--- src/rtl/queue_reader.sv ---
// Consumer-side pop controller: reserves local buffer space before each upstream pop
// so a stalled downstream never drops a response, and streams entries out in FIFO order.
module queue_reader #(
  parameter int WIDTH    = 8,
  parameter int BUF_BITS = 1
) (
  input  logic               clk0,
  input  logic               rst0,
  input  logic               flush,
  output logic               q_pop,
  input  logic               q_empty,
  input  logic               q_pop_resp,
  input  logic [WIDTH-1:0]   q_pop_data,
  output logic               out_valid,
  input  logic               out_ready,
  output logic [WIDTH-1:0]   out_data,
  output logic [BUF_BITS:0]  occupancy
);

  localparam int BUF_DEPTH = 2 ** BUF_BITS;
  localparam int PW        = BUF_BITS + 1;
  localparam int CW        = BUF_BITS + 2;

  logic [WIDTH-1:0] mem [BUF_DEPTH];
  logic [PW-1:0]    head;
  logic [PW-1:0]    tail;
  logic             inflight;
  logic             discard;
  logic             deq;
  logic             capture;
  logic             full;
  logic [CW-1:0]    committed;

  assign occupancy = tail - head;
  assign full      = (tail[BUF_BITS] != head[BUF_BITS]) &&
                     (tail[BUF_BITS-1:0] == head[BUF_BITS-1:0]);
  assign out_valid = (occupancy != '0);
  assign out_data  = mem[head[BUF_BITS-1:0]];

  // A dequeue in the flush cycle is ignored; q_pop is forced low then anyway.
  assign deq = out_valid & out_ready & ~flush;

  // Slots already promised: buffered entries plus the response still in flight,
  // less the one leaving this cycle. One extra bit keeps the sum from wrapping.
  assign committed = {1'b0, occupancy} + CW'(inflight) - CW'(deq);
  assign q_pop     = ~rst0 & ~flush & ~q_empty & (committed < CW'(BUF_DEPTH));

  assign capture = inflight & q_pop_resp & ~discard & ~flush;

  always_ff @(posedge clk0) begin
    if (rst0) begin
      head     <= '0;
      tail     <= '0;
      inflight <= 1'b0;
      discard  <= 1'b0;
    end else begin
      inflight <= q_pop;
      discard  <= (flush & inflight) | (discard & inflight & ~q_pop_resp);
      if (flush) begin
        head <= '0;
        tail <= '0;
      end else begin
        if (capture) tail <= tail + PW'(1);
        if (deq)     head <= head + PW'(1);
      end
    end
  end

  // NOTE: the entry storage is deliberately left out of reset; out_valid masks stale contents.
  always_ff @(posedge clk0) begin
    if (capture && !rst0) mem[tail[BUF_BITS-1:0]] <= q_pop_data;
  end

  a_resp_needs_pop: assert property (@(posedge clk0) disable iff (rst0)
    !(q_pop_resp && !inflight));

  a_no_overflow: assert property (@(posedge clk0) disable iff (rst0)
    !(capture && full && !deq));

endmodule

--- config.mk ---
export PLATFORM = sky130hd
export DESIGN_NAME = queue_reader
export DESIGN_NICKNAME = d
export VERILOG_FILES = /design/src/rtl/queue_reader.sv
export SDC_FILE = /design/constraint.sdc
export NUM_CORES = 1
export LEC_CHECK = 0
export CAP_MARGIN = 20
export CELL_PAD_IN_SITES_DETAIL_PLACEMENT = 1
export CELL_PAD_IN_SITES_GLOBAL_PLACEMENT = 2
export CORE_MARGIN = 2
export CORE_UTILIZATION = 34
export DETAILED_ROUTE_END_ITERATION = 8
export PLACE_DENSITY = 0.93
export RECOVER_POWER = 50
export SETUP_SLACK_MARGIN = 0.3
export SLEW_MARGIN = 40
export SYNTH_ARGS = -nofsm -noshare
export SYNTH_HDL_FRONTEND = slang
export SYNTH_SLANG_ARGS = --single-unit
--- constraint.sdc ---
create_clock -name clk0 -period 6.9 [get_ports clk0]
set_input_delay 1.38 -clock clk0 [delete_from_list [all_inputs] [get_ports clk0]]
set_output_delay 1.38 -clock clk0 [all_outputs]
set_load 0.005 [all_outputs]
==> impl_metrics.yaml <==
clock_tree:
  cts_root_buffer: "clkbuf_4"
  clock_sinks: 23
  ctsHoldBuffers: 0
  cts_buffer_depth: 2
  clkTransAtPathRegs_ns: 0.11
  clkLatencyLatePin_ns: 0.29
  cts_setup_buffers: 0
  cts_tree: "yes"
  numCtsBuffers: 3
  cts_max_level: 1
  post_cts_resize_count: 0
worst_setup_path:
  crit_arrival_ns: 4.72
  cp_max_fo: 7
  reg2reg_slack_ns: 3.96
  cp-end-kind: "output pin"
  worstSetupStartpointType: "input port"
  startpoint: "flush"
  r2r-start: "tail[0]"
  critical_path_class: "input port to output pin"
  crit_required_ns: 5.52
  r2r_cells: 9
cells_and_area:
  drive_gt1_share_pct: 14.29
  fin_util_pct: 47.14
  multi_input_area_sq_um: 360.3
  area_growth_pct: 30.51
  final_nets: 116
  diodes: 0
  seq_area_sq_um: 620.6
  fillCellCount: 297
  final_cells: 129
global_routing:
  antenna_found_initial: 0
  grt_max_degree: 13
  grt_pass1_wl_um: 3180
  grtUsageTotal_pct: 12.58
  grt_pass1_vias: 691
  grt_overflow: 0
worst_hold_path:
  hp-start: "inflight"
  hold_depth: 2
  min_path_type: "flip-flop to flip-flop"
logic_synthesis:
  synth_edf_count: 16
  netlist_instances: 70
  yosys_warnings: 0
  syn_area_sq_um: 1005
  synthDistinctLibCells: 25
  syn-num-nets: 87
  synthArstFlopShare_pct: 0
  yosysTopAreaCell: "edfxtp_1"
  synth_top_cell_area_share_pct: 47.82
  synth.avg_cell_area_sq_um: 14.35
  ys_ff_latch: 23
  synthFlopType: "edfxtp_1"
  synth.area.top_cells: "edfxtp_1, dfxtp_1, mux2_2"
  yosysSeqAreaShare_pct: 61.77
routing:
  dr.pass1.iters: 3
  wl_um: 1886
  drt_iter0_markers: 2
  wire_per_inst_um: 14.62
  ant_nets: 0
  via_per_inst: 4.969
  drc: 0
  route.vias.total: 641
timing:
  hold_violations: 0
  maxSlewViolCount: 0
  min_period_ns: 6.105
  fin_crit_sh_pct: 88.48
  worst_slew_pin_slew_ns: 0.3751
  fmax_mhz: 163.8
  relSlewSlack_pct: 74.64
  timing.setup.tns_ns: 0
  fin_skew_ns: 0.0005879
  hold_slack_ns: 0.5136
  setup_viol: 0
  rsz0062_at_grt: "false"
power_and_ir_drop:
  worst_ir_drop_vdd_v: 0.0001088
  powerDensity_nw_per_um2: 167.4
  power.leakage_nw: 0.4638
die:
  rows: 19
  die_h_um: 58.36
  core_sq_um: 2781
  initial_utilization_pct: 36.12
  die_w_um: 58.36
  pin_count: 26
  dieArea_sq_um: 3406
flow_run:
  maxCapViolCount: 0
run_status:
  status: "finished, final reports clean"
placed_design:
  dp_hpwl_um: 1534
  place_congestion: 0.7974
  dpl.cell_count: 125
  portBuffers: 25
[power by group]
part / leakage (nW) / switching, W / internal, W
Clock: 0.0150 / 0.0000346 / 0.0000225
Sequential: 0.201 / 0.000000463 / 0.000148
Combinational: 0.248 / 0.00000553 / 0.00000847
[Yosys cell counts (2+ instances only)]
cell type  count
nand2b_1       2
nor2_1         2
nor3_1         3
mux2i_1        5
nand2_1        4
edfxtp_1      16
and3_1         2
xnor2_2        2
inv_1          4
ha_1           2
dfxtp_1        7
mux2_2         8
[path summary, 6_finish.rpt]
check | endpoint
setup / recovery | q_pop
hold / removal | discard
setup reg to reg | inflight
hold reg to reg | discard
[stage by stage]
step                area [sq um]  total power [W]  setup slack [ns]
finish                      1311        0.0002195            0.7950
global route                1311        0.0002292            0.5975
CTS                         1315        0.0002249            0.9925
detailed placement          1289        0.0001669             1.002
global placement            1289        0.0001662             1.176
floorplan                   1005        0.0001552             2.292
[cells by family after synthesis]
logic type	share of synthesized area, %
AOI/OAI and AO/OA	2.117
xor gates and xnor gates	4.982
adders and majority gates	4.483
buffers and inverters	1.992
DFF	61.77
muxes	13.95
and+or+nand+nor	10.71
[layer usage]
layer,vias up,GRT usage (%),share of wire [%]
met2,21,21.67,52
met3,0,2.857,5.4
met4,0,3.987,0
li1,312,-,-
met1,308,15.64,42
met5,-,0,0
[worst max-delay path, cell delays in order]
cell	delay [ns]
dlygate4sd3_1	0.62
nand2b_1	0.19
a21oi_1	0.32
ha_1	0.30
or2_2	0.28
fa_1	0.50
nor4b_1	0.34
nand2_1	0.14
mux2i_1	0.15
clkdlybuf4s50_1	0.52
[sequential cells by signal (all words and copies together) (netlist names), named ones only]
signal	flops
discard	1
mem	16
inflight	1
head	2
tail	2
[cells in the final DEF (no fill, tap or decap), drive strengths merged, types with 3 or more instances in the layout]
cell type       n
mux2i           5
dfxtp           7
clkbuf          4
mux2            8
clkdlybuf4s50  15
dlygate4sd3    10
edfxtp         16
nor3            3
xnor2           3
inv             4
nand2           4
[cell type report]
type / instances / area share [%]
flip-flops and latches: 23 / 47.33
multi-input cells: 42 / 27.48
repair buffers: 25 / 19.08
well taps: 31 / 2.958
clock buffers: 4 / 2.004
inverters: 4 / 1.145
No activity file was read; power rests on OpenSTA's default activity.
